==> src/rtl/ifu_fetch_buffer.sv <==
// Instruction fetch front end: sequential PC generation, in-order memory
// reads with bounded outstanding requests, and a {pc, instr} FIFO to ID.
module ifu_fetch_buffer #(
    parameter int              XLEN     = 64,
    parameter int              DEPTH    = 4,
    parameter int              MAX_OUT  = 2,
    parameter logic [XLEN-1:0] RESET_PC = XLEN'(64'h8000_0000)
) (
    input  logic            clk,
    input  logic            rst,
    input  logic            redirect_valid,
    input  logic [XLEN-1:0] redirect_pc,
    input  logic            halt,
    output logic            mem_req_valid,
    input  logic            mem_req_ready,
    output logic [XLEN-1:0] mem_req_addr,
    input  logic            mem_resp_valid,
    input  logic [31:0]     mem_resp_data,
    output logic            out_valid,
    input  logic            out_ready,
    output logic [XLEN-1:0] out_pc,
    output logic [31:0]     out_instr
);

    localparam int AW = $clog2(DEPTH);
    localparam int CW = $clog2(DEPTH + 1);
    localparam int OW = $clog2(MAX_OUT + 1);

    logic [XLEN-1:0] r_fetch_pc;
    logic [XLEN-1:0] r_resp_pc;
    logic [OW-1:0]   r_outst;
    logic [OW-1:0]   r_discard;
    logic [CW-1:0]   r_count;
    logic [AW-1:0]   r_rd_ptr;
    logic [AW-1:0]   r_wr_ptr;
    logic [XLEN-1:0] r_fifo_pc    [DEPTH];
    logic [31:0]     r_fifo_instr [DEPTH];

    logic          w_room;
    logic          w_slot_ok;
    logic          w_req_fire;
    logic          w_push;
    logic          w_drop;
    logic          w_pop;
    logic [OW-1:0] w_owed;

    // Every issued request holds a FIFO slot until its response lands.
    assign w_room        = 32'(r_outst) < 32'(MAX_OUT);
    assign w_slot_ok     = (32'(r_count) + 32'(r_outst)) < 32'(DEPTH);
    assign mem_req_valid = rst & ~redirect_valid & ~halt & w_room & w_slot_ok;
    assign mem_req_addr  = r_fetch_pc;
    assign w_req_fire    = mem_req_valid & mem_req_ready;

    assign out_valid = (r_count != '0);
    assign out_pc    = out_valid ? r_fifo_pc[r_rd_ptr] : '0;
    assign out_instr = out_valid ? r_fifo_instr[r_rd_ptr] : '0;
    assign w_pop     = out_valid & out_ready;

    assign w_drop = mem_resp_valid & (r_discard != '0);
    assign w_push = mem_resp_valid & (r_discard == '0) & ~redirect_valid;
    assign w_owed = r_outst - OW'(mem_resp_valid & (r_outst != '0));

    always_ff @(posedge clk) begin
        if (!rst) begin
            r_fetch_pc <= RESET_PC;
            r_resp_pc  <= RESET_PC;
            r_outst    <= '0;
            r_discard  <= '0;
            r_count    <= '0;
            r_rd_ptr   <= '0;
            r_wr_ptr   <= '0;
        end else if (redirect_valid) begin
            // Everything still owed by memory is now stale.
            r_fetch_pc <= redirect_pc;
            r_resp_pc  <= redirect_pc;
            r_outst    <= w_owed;
            r_discard  <= w_owed;
            r_count    <= '0;
            r_rd_ptr   <= '0;
            r_wr_ptr   <= '0;
        end else begin
            if (w_req_fire) begin
                r_fetch_pc <= r_fetch_pc + XLEN'(4);
            end
            r_outst <= r_outst + OW'(w_req_fire) - OW'(mem_resp_valid);
            if (w_drop) begin
                r_discard <= r_discard - OW'(1);
            end
            if (w_push) begin
                r_resp_pc <= r_resp_pc + XLEN'(4);
                r_wr_ptr  <= r_wr_ptr + AW'(1);
            end
            if (w_pop) begin
                r_rd_ptr <= r_rd_ptr + AW'(1);
            end
            r_count <= r_count + CW'(w_push) - CW'(w_pop);
        end
    end

    always_ff @(posedge clk) begin
        if (rst && w_push) begin
            r_fifo_pc[r_wr_ptr]    <= r_resp_pc;
            r_fifo_instr[r_wr_ptr] <= mem_resp_data;
        end
    end

endmodule

==> config.mk <==
export PLATFORM = sky130hd
export DESIGN_NAME = ifu_fetch_buffer
export DESIGN_NICKNAME = d
export VERILOG_FILES = /design/src/rtl/ifu_fetch_buffer.sv
export SDC_FILE = /design/constraint.sdc
export NUM_CORES = 1
export LEC_CHECK = 0
export CORE_ASPECT_RATIO = 0.7
export CORE_MARGIN = 2
export CORE_UTILIZATION = 55
export DETAILED_ROUTE_END_ITERATION = 16
export HOLD_SLACK_MARGIN = 0.06
export PLACE_DENSITY = 0.78
export SYNTH_ARGS = -nofsm -noshare
export SYNTH_HDL_FRONTEND = slang
export SYNTH_SLANG_ARGS = --single-unit
==> constraint.sdc <==
create_clock -name clk -period 6.7 [get_ports clk]
set_clock_uncertainty 0.1 [all_clocks]
set_input_delay 1.34 -clock clk [delete_from_list [all_inputs] [get_ports clk]]
set_output_delay 1.34 -clock clk [all_outputs]
set_load 0.01 [all_outputs]
==> results.py, run 1 <==
metrics = {
    "run_status": {
        "status": "finished, final reports clean",
    },
    "worst_hold_path": {
        "origin_of_the_worst_min_delay_path": "mem_req_addr[0]$_SDFFE_PN0P_",
        "hold_path_class": "register to register",
    },
    "drt": {
        "postRouteAntennaNets": 0,
        "route.final.wire_length_mm": 57.9,
        "drt-pass1-iter-count": 7,
        "vias_per_cell": 6.13,
        "drcViolationCount": 0,
        "routedWlPerCell_um": 23.6,
        "drt_iter0_markers": 1781,
        "routed-via-count": 15000,
    },
    "worst_setup_path": {
        "critical_path_peak_fanout": 2,
        "timing.critical_path.cells": "clkdlybuf4s50_1, or4_1, nor3_1, clkdlybuf4s50_1",
        "worst_path_max_delay_cell": "clkdlybuf4s50_1",
        "rrSetupSlack_ns": 3.44,
        "reg2reg_start": "mem_req_addr[2]$_SDFFE_PN0P_",
        "worst_setup_path_start_kind": "primary input",
        "timing.critical_path.buf_inv": 2,
        "req_time_crit_path_ns": 5.26,
        "slowest_delay_ns": 0.63,
        "cell_seen_most_often_among_critical_path_stages": "clkdlybuf4s50_1",
        "worstSetupEndpointType": "primary output",
        "critical_path_class": "primary input to primary output",
        "worstPathArrival_ns": 3.34,
        "timing.critical_path.max_delay_family": "buffers and inverters",
        "worst_setup_path_startpoint": "halt",
    },
    "clock_network": {
        "cts_tree": "done",
        "clk-insertion-delay-late_ns": 0.57,
        "ctsRootBufferMaster": "clkbuf_16",
        "clock_sink_count": 525,
        "post_cts_resize_count": 0,
        "clock_tree.htree_level_count": 2,
        "cts.clk_slew.worst_paths_ns": 0.07,
        "clock_path_buffers": 3,
        "cts_inserted_buffers": 49,
        "post-cts-setup-buffer-count": 0,
        "ctsHoldBuffers": 0,
    },
    "power": {
        "power.share.switching": 0.232,
        "peakVddDrop_uv": 228,
        "internal_cell_power_w": 0.00550,
        "comb_power_share": 0.090,
        "seq_power_share": 0.518,
        "cellLeakagePower_nw": 8.62,
        "power_density_nw_per_um2": 265,
        "clockPowerShare": 0.392,
        "report.power.total_w": 0.00716,
        "power.switching_w": 0.00166,
    },
    "timing": {
        "hold_viol": 0,
        "fmax_mhz": 209,
        "final.hold.worst_slack_ns": 0.372,
        "final-setup-viol-count": 0,
        "final-max-slew-violation-count": 0,
        "worst_slew_pin_slew_ns": 1.17,
        "timing.slew.headroom": 0.218,
        "post-route-min-period_ns": 4.78,
        "fin_crit_sh": 0.713,
        "final.setup.tns_ns": 0,
        "grt_setup_unrepaired": "false",
    },
    "die": {
        "floorplan.initialDensity": 0.560,
        "placementRows": 61,
        "fp.dieArea_um2": 42200,
        "io_pins": 265,
        "chipWidth_um": 245,
        "placeableCoreArea_um2": 39800,
        "die_h_um": 173,
    },
    "layout": {
        "final_cell_mix": "edfxtp_1, clkdlybuf4s50_1, dfxtp_1",
        "instances_no_fill": 2455,
        "area_growth_pct": 21.4,
        "finish.net_count": 1997,
        "drive_above_1_share": 0.110,
        "mostFrequentLayoutCell": "edfxtp_1",
        "antenna_fix_cells": 0,
    },
    "place": {
        "placedCellCount": 2364,
        "port_buffers": 264,
        "gp_congestion": 0.931,
        "detailed_place_hpwl_mm": 38.2,
    },
    "yosys": {
        "synth_edf_count": 384,
        "async_flop_share": 0,
        "synth_largest_type_area_fraction": 0.517,
        "syn_avg_cell_area_um2": 13.6,
        "synth.ff_latch_count": 525,
        "synth_top_area_cell": "edfxtp_1",
        "synth_nets": 1754,
        "synth_warnings": 0,
        "synth.yosys.seq_area_share": 0.643,
        "synth_top_flop_cell": "edfxtp_1",
        "postSynthCellCount": 1637,
        "post_synth_design_cell_area_um2": 22300,
        "synth.top_cells.by_area": "edfxtp_1, dfxtp_1, mux4_2",
        "ys_types": 60,
    },
    "grt": {
        "grt_pass1_wl_mm": 88.7,
        "via_count_of_the_first_global_routing_pass": 14500,
        "antenna_found_initial": 0,
        "gr-total-overflow": 0,
        "grt_max_degree": 78,
        "all_layer_gr_usage": 0.275,
    },
    "flow_run": {
        "max_cap_viol_count": 0,
    },
}
[synthesized netlist by cell type, types with 28 or more instances]
master    count
and2_1      114
xor2_1       29
xnor2_1      55
nand4_1      42
dfxtp_1     141
edfxtp_1    384
nor2_1       78
mux4_2       96
nand3_1      52
a21oi_1     107
nor3_1       37
nor4_1       28
nand2_1     112
clkbuf_1     66
o21ai_0      79
[worst register-to-register path: cells and delay by family, from the launching register on]
kind,cells,cell delay (ns)
flip-flops,1,0.51
AND/OR/NAND/NOR,5,2.12
adder cells (fa/ha/maj),1,0.28
AO/OA/AOI/OAI,1,0.17
[kinds of logic after synthesis]
family,after synthesis,share of synthesized area
mux,104,0.101
flops,525,0.643
xor+xnor,84,0.0330
simple gates,522,0.124
compound gates,275,0.0716
fa+ha+maj,14,0.00819
buf+inv,113,0.0196
[metrics by stage]
stage	cell area (um^2)	worst slack [ns]	utilization
floorplan	22300	1.62	-
global placement	25500	2.02	0.639
detailed placement	25500	1.99	0.639
CTS	27100	1.94	0.680
global route	27100	1.84	0.680
finish	27100	1.92	0.680
[power by group through the flow]
stage	logic (W)	clock network, W	registers (W)
floorplan	0.000311	0	0.00373
global placement	0.000635	0	0.00376
detailed placement	0.000643	0	0.00377
CTS	0.000649	0.00284	0.00370
global route	0.000695	0.00296	0.00372
finish	0.000647	0.00281	0.00371
[layer usage]
metal	routed length [um]	track usage	vias to the layer above	share of wire
li1	-	-	6751	-
met1	25200	0.437	7353	0.43
met2	24900	0.388	859	0.43
met3	6800	0.0632	76	0.12
met4	1000	0.0600	0	0.017
met5	0	0	-	0
[state kept, by name, summed over array words and instances, names as in the netlist, named ones only]
signal,flops
r_discard,2
r_wr_ptr,2
mem_req_addr,64
r_rd_ptr,2
r_fifo_pc,256
r_count,3
r_fifo_instr,128
r_outst,2
r_resp_pc,64
[cell type report]
cell class	count	area [um^2]
clock buffer	55	1260
clock inverter	36	352
fill	2769	12800
inverter	24	91.3
multi-input combinational	999	7540
sequential	525	14400
tap	535	669
timing repair buffer	281	2820
[worst paths after layout]
path | end | cells after the start
setup / recovery | mem_req_valid | 4
hold / removal | mem_req_addr[0]$_SDFFE_PN0P_ | 2
setup reg to reg | mem_req_addr[50]$_SDFFE_PN0P_ | 7
hold reg to reg | mem_req_addr[0]$_SDFFE_PN0P_ | 2
No activity file was read; power rests on OpenSTA's default activity.
==> run 2: changes to the inputs <==
- clock period: 6.7 -> 4.94 ns (I/O delays scaled with it)
==> run 2 against run 1 <==
Worst hold slack got worse by 0.0093 ns. Global-route usage is 0.086 points lower. Die area stayed put. Non-clock buffer count up 9. Register-to-register slack worse by 1.8 ns. Critical path type unchanged. Largest power group unchanged.
==> results.py, run 2 (synthesis gave the netlist of run 1 again) <==
metrics = {
    "run_status": {
        "status": "finished, final reports clean",
    },
    "worst_setup_path": {
        "rrSetupSlack_ns": 1.68,
        "reg2reg_start": "mem_req_addr[2]$_SDFFE_PN0P_",
        "worstSetupEndpointType": "primary output",
        "critical_path_class": "primary input to primary output",
        "critical_path_peak_fanout": 2,
        "worst_setup_path_start_kind": "primary input",
        "req_time_crit_path_ns": 3.85,
        "worst_r2r_endpoint": "mem_req_addr[50]$_SDFFE_PN0P_",
        "r2r.worst_path.cells": 7,
        "worstPathArrival_ns": 2.98,
    },
    "drt": {
        "drcViolationCount": 0,
        "postRouteAntennaNets": 0,
        "drt-pass1-iter-count": 5,
        "routed-via-count": 15100,
        "routedWlPerCell_um": 23.9,
        "route.final.wire_length_mm": 58.7,
        "drt_iter0_markers": 1777,
        "vias_per_cell": 6.15,
    },
    "timing": {
        "fmax_mhz": 246,
        "final-max-slew-violation-count": 0,
        "fin_crit_sh": 0.823,
        "timing.slew.headroom": 0.313,
        "final.setup.tns_ns": 0,
        "grt_setup_unrepaired": "false",
        "worst_slew_pin_slew_ns": 1.02,
        "post-route-min-period_ns": 4.07,
        "final.hold.worst_slack_ns": 0.363,
        "hold_viol": 0,
        "final-setup-viol-count": 0,
    },
    "layout": {
        "reg_top3": "r_fifo_pc x256, r_fifo_instr x128",
        "mostFrequentLayoutCell": "edfxtp_1",
        "instances_no_fill": 2461,
        "fillers": 2749,
        "largest_register_ff_count": 256,
        "registers.top_by_ff_count": "r_fifo_pc",
        "drive_above_1_share": 0.112,
        "area_growth_pct": 21.4,
        "seqCellArea_um2": 14400,
        "finish.net_count": 2005,
        "multi_input_area_um2": 7530,
        "final_cell_mix": "edfxtp_1, clkdlybuf4s50_1, dfxtp_1",
    },
    "clock_network": {
        "clock_path_buffers": 3,
        "ctsHoldBuffers": 0,
        "clock_sink_count": 525,
        "cts.clk_slew.worst_paths_ns": 0.06,
        "cts_inserted_buffers": 48,
        "cts_tree": "done",
        "post-cts-setup-buffer-count": 0,
        "clk-insertion-delay-late_ns": 0.58,
        "ctsRootBufferMaster": "clkbuf_16",
        "post_cts_resize_count": 0,
        "clock_tree.htree_level_count": 2,
    },
    "flow_run": {
        "max_cap_viol_count": 0,
    },
    "power": {
        "peakVddDrop_uv": 257,
        "power_density_nw_per_um2": 353,
        "cellLeakagePower_nw": 8.62,
    },
    "place": {
        "detailed_place_hpwl_mm": 39.0,
        "port_buffers": 264,
        "gp_congestion": 0.935,
        "placedCellCount": 2373,
    },
    "die": {
        "chipWidth_um": 245,
        "placementRows": 61,
        "die_h_um": 173,
        "fp.dieArea_um2": 42200,
        "placeableCoreArea_um2": 39800,
        "floorplan.initialDensity": 0.560,
        "io_pins": 265,
    },
    "worst_hold_path": {
        "origin_of_the_worst_min_delay_path": "mem_req_addr[1]$_SDFFE_PN0P_",
        "hold_path_class": "register to register",
        "hold_path_depth": 2,
        "hold-path-endpoint": "mem_req_addr[1]$_SDFFE_PN0P_",
    },
    "grt": {
        "gr-total-overflow": 0,
        "grt_max_degree": 98,
        "antenna_found_initial": 1,
        "all_layer_gr_usage": 0.275,
        "via_count_of_the_first_global_routing_pass": 14600,
        "grt_pass1_wl_mm": 88.4,
    },
}
run 2: cell count changes in the layout (fill, tap and decap cells not counted), moves of 3 or more:
cell / previous run / this run
clkbuf_1: 5 / 13
buf_4: 13 / 19
buf_12: 4 / 7
clkinv_1: 12 / 4
run 2: final cells by class:
type / count / area share
multi-input combinational: 999 / 0.278
sequential: 525 / 0.530
clock buffer: 64 / 0.0477
inverter: 24 / 0.00337
clock inverter: 23 / 0.00840
tap: 535 / 0.0247
timing repair buffer: 290 / 0.108
antenna: 1 / 0.0000923
run 2: worst max-delay path by stage:
stage,from,cells after the start,endpoint,slack [ns]
3_3_place_gp,halt,4,mem_req_valid,0.94
2_1_floorplan,redirect_valid,6,r_fifo_instr[2][0]$_DFFE_PP_,0.21
4_1_cts,register,4,out_pc[63],0.83
5_1_grt,register,4,out_pc[63],0.74
3_5_place_dp,halt,4,mem_req_valid,0.98
6_report,halt,4,mem_req_valid,0.87
run 2: worst max-delay path: stages:
cell	delay, ns
clkdlybuf4s50_1	0.44
or4_1	0.52
nor3_1	0.39
clkdlybuf4s50_1	0.63
run 2: per-stage QoR:
stage	worst slack [ns]	total power [W]	area, um^2	util
after floorplan	0.214	0.00549	22300	-
after global routing	0.739	0.00985	27100	0.680
after global placement	0.939	0.00597	25600	0.642
after CTS	0.834	0.00960	27100	0.680
after detailed placement	0.975	0.00600	25600	0.642
final	0.874	0.00956	27100	0.680
run 2: layer usage:
| metal | global-route usage | vias to the layer above | wire length, um |
|---|---|---|---|
| met2 | 0.403 | 808 | 25700 |
| met4 | 0.0559 | 0 | 1040 |
| met3 | 0.0588 | 82 | 6170 |
| met5 | 0 | - | 0 |
| met1 | 0.426 | 7458 | 25800 |
| li1 | - | 6776 | - |
run 2: report_power, final:
| part | internal, W | switching, W | total [W] |
|---|---|---|---|
| sequential | 0.00485 | 0.000174 | 0.00503 |
| clock | 0.00205 | 0.00159 | 0.00364 |
| combinational | 0.000452 | 0.000440 | 0.000893 |
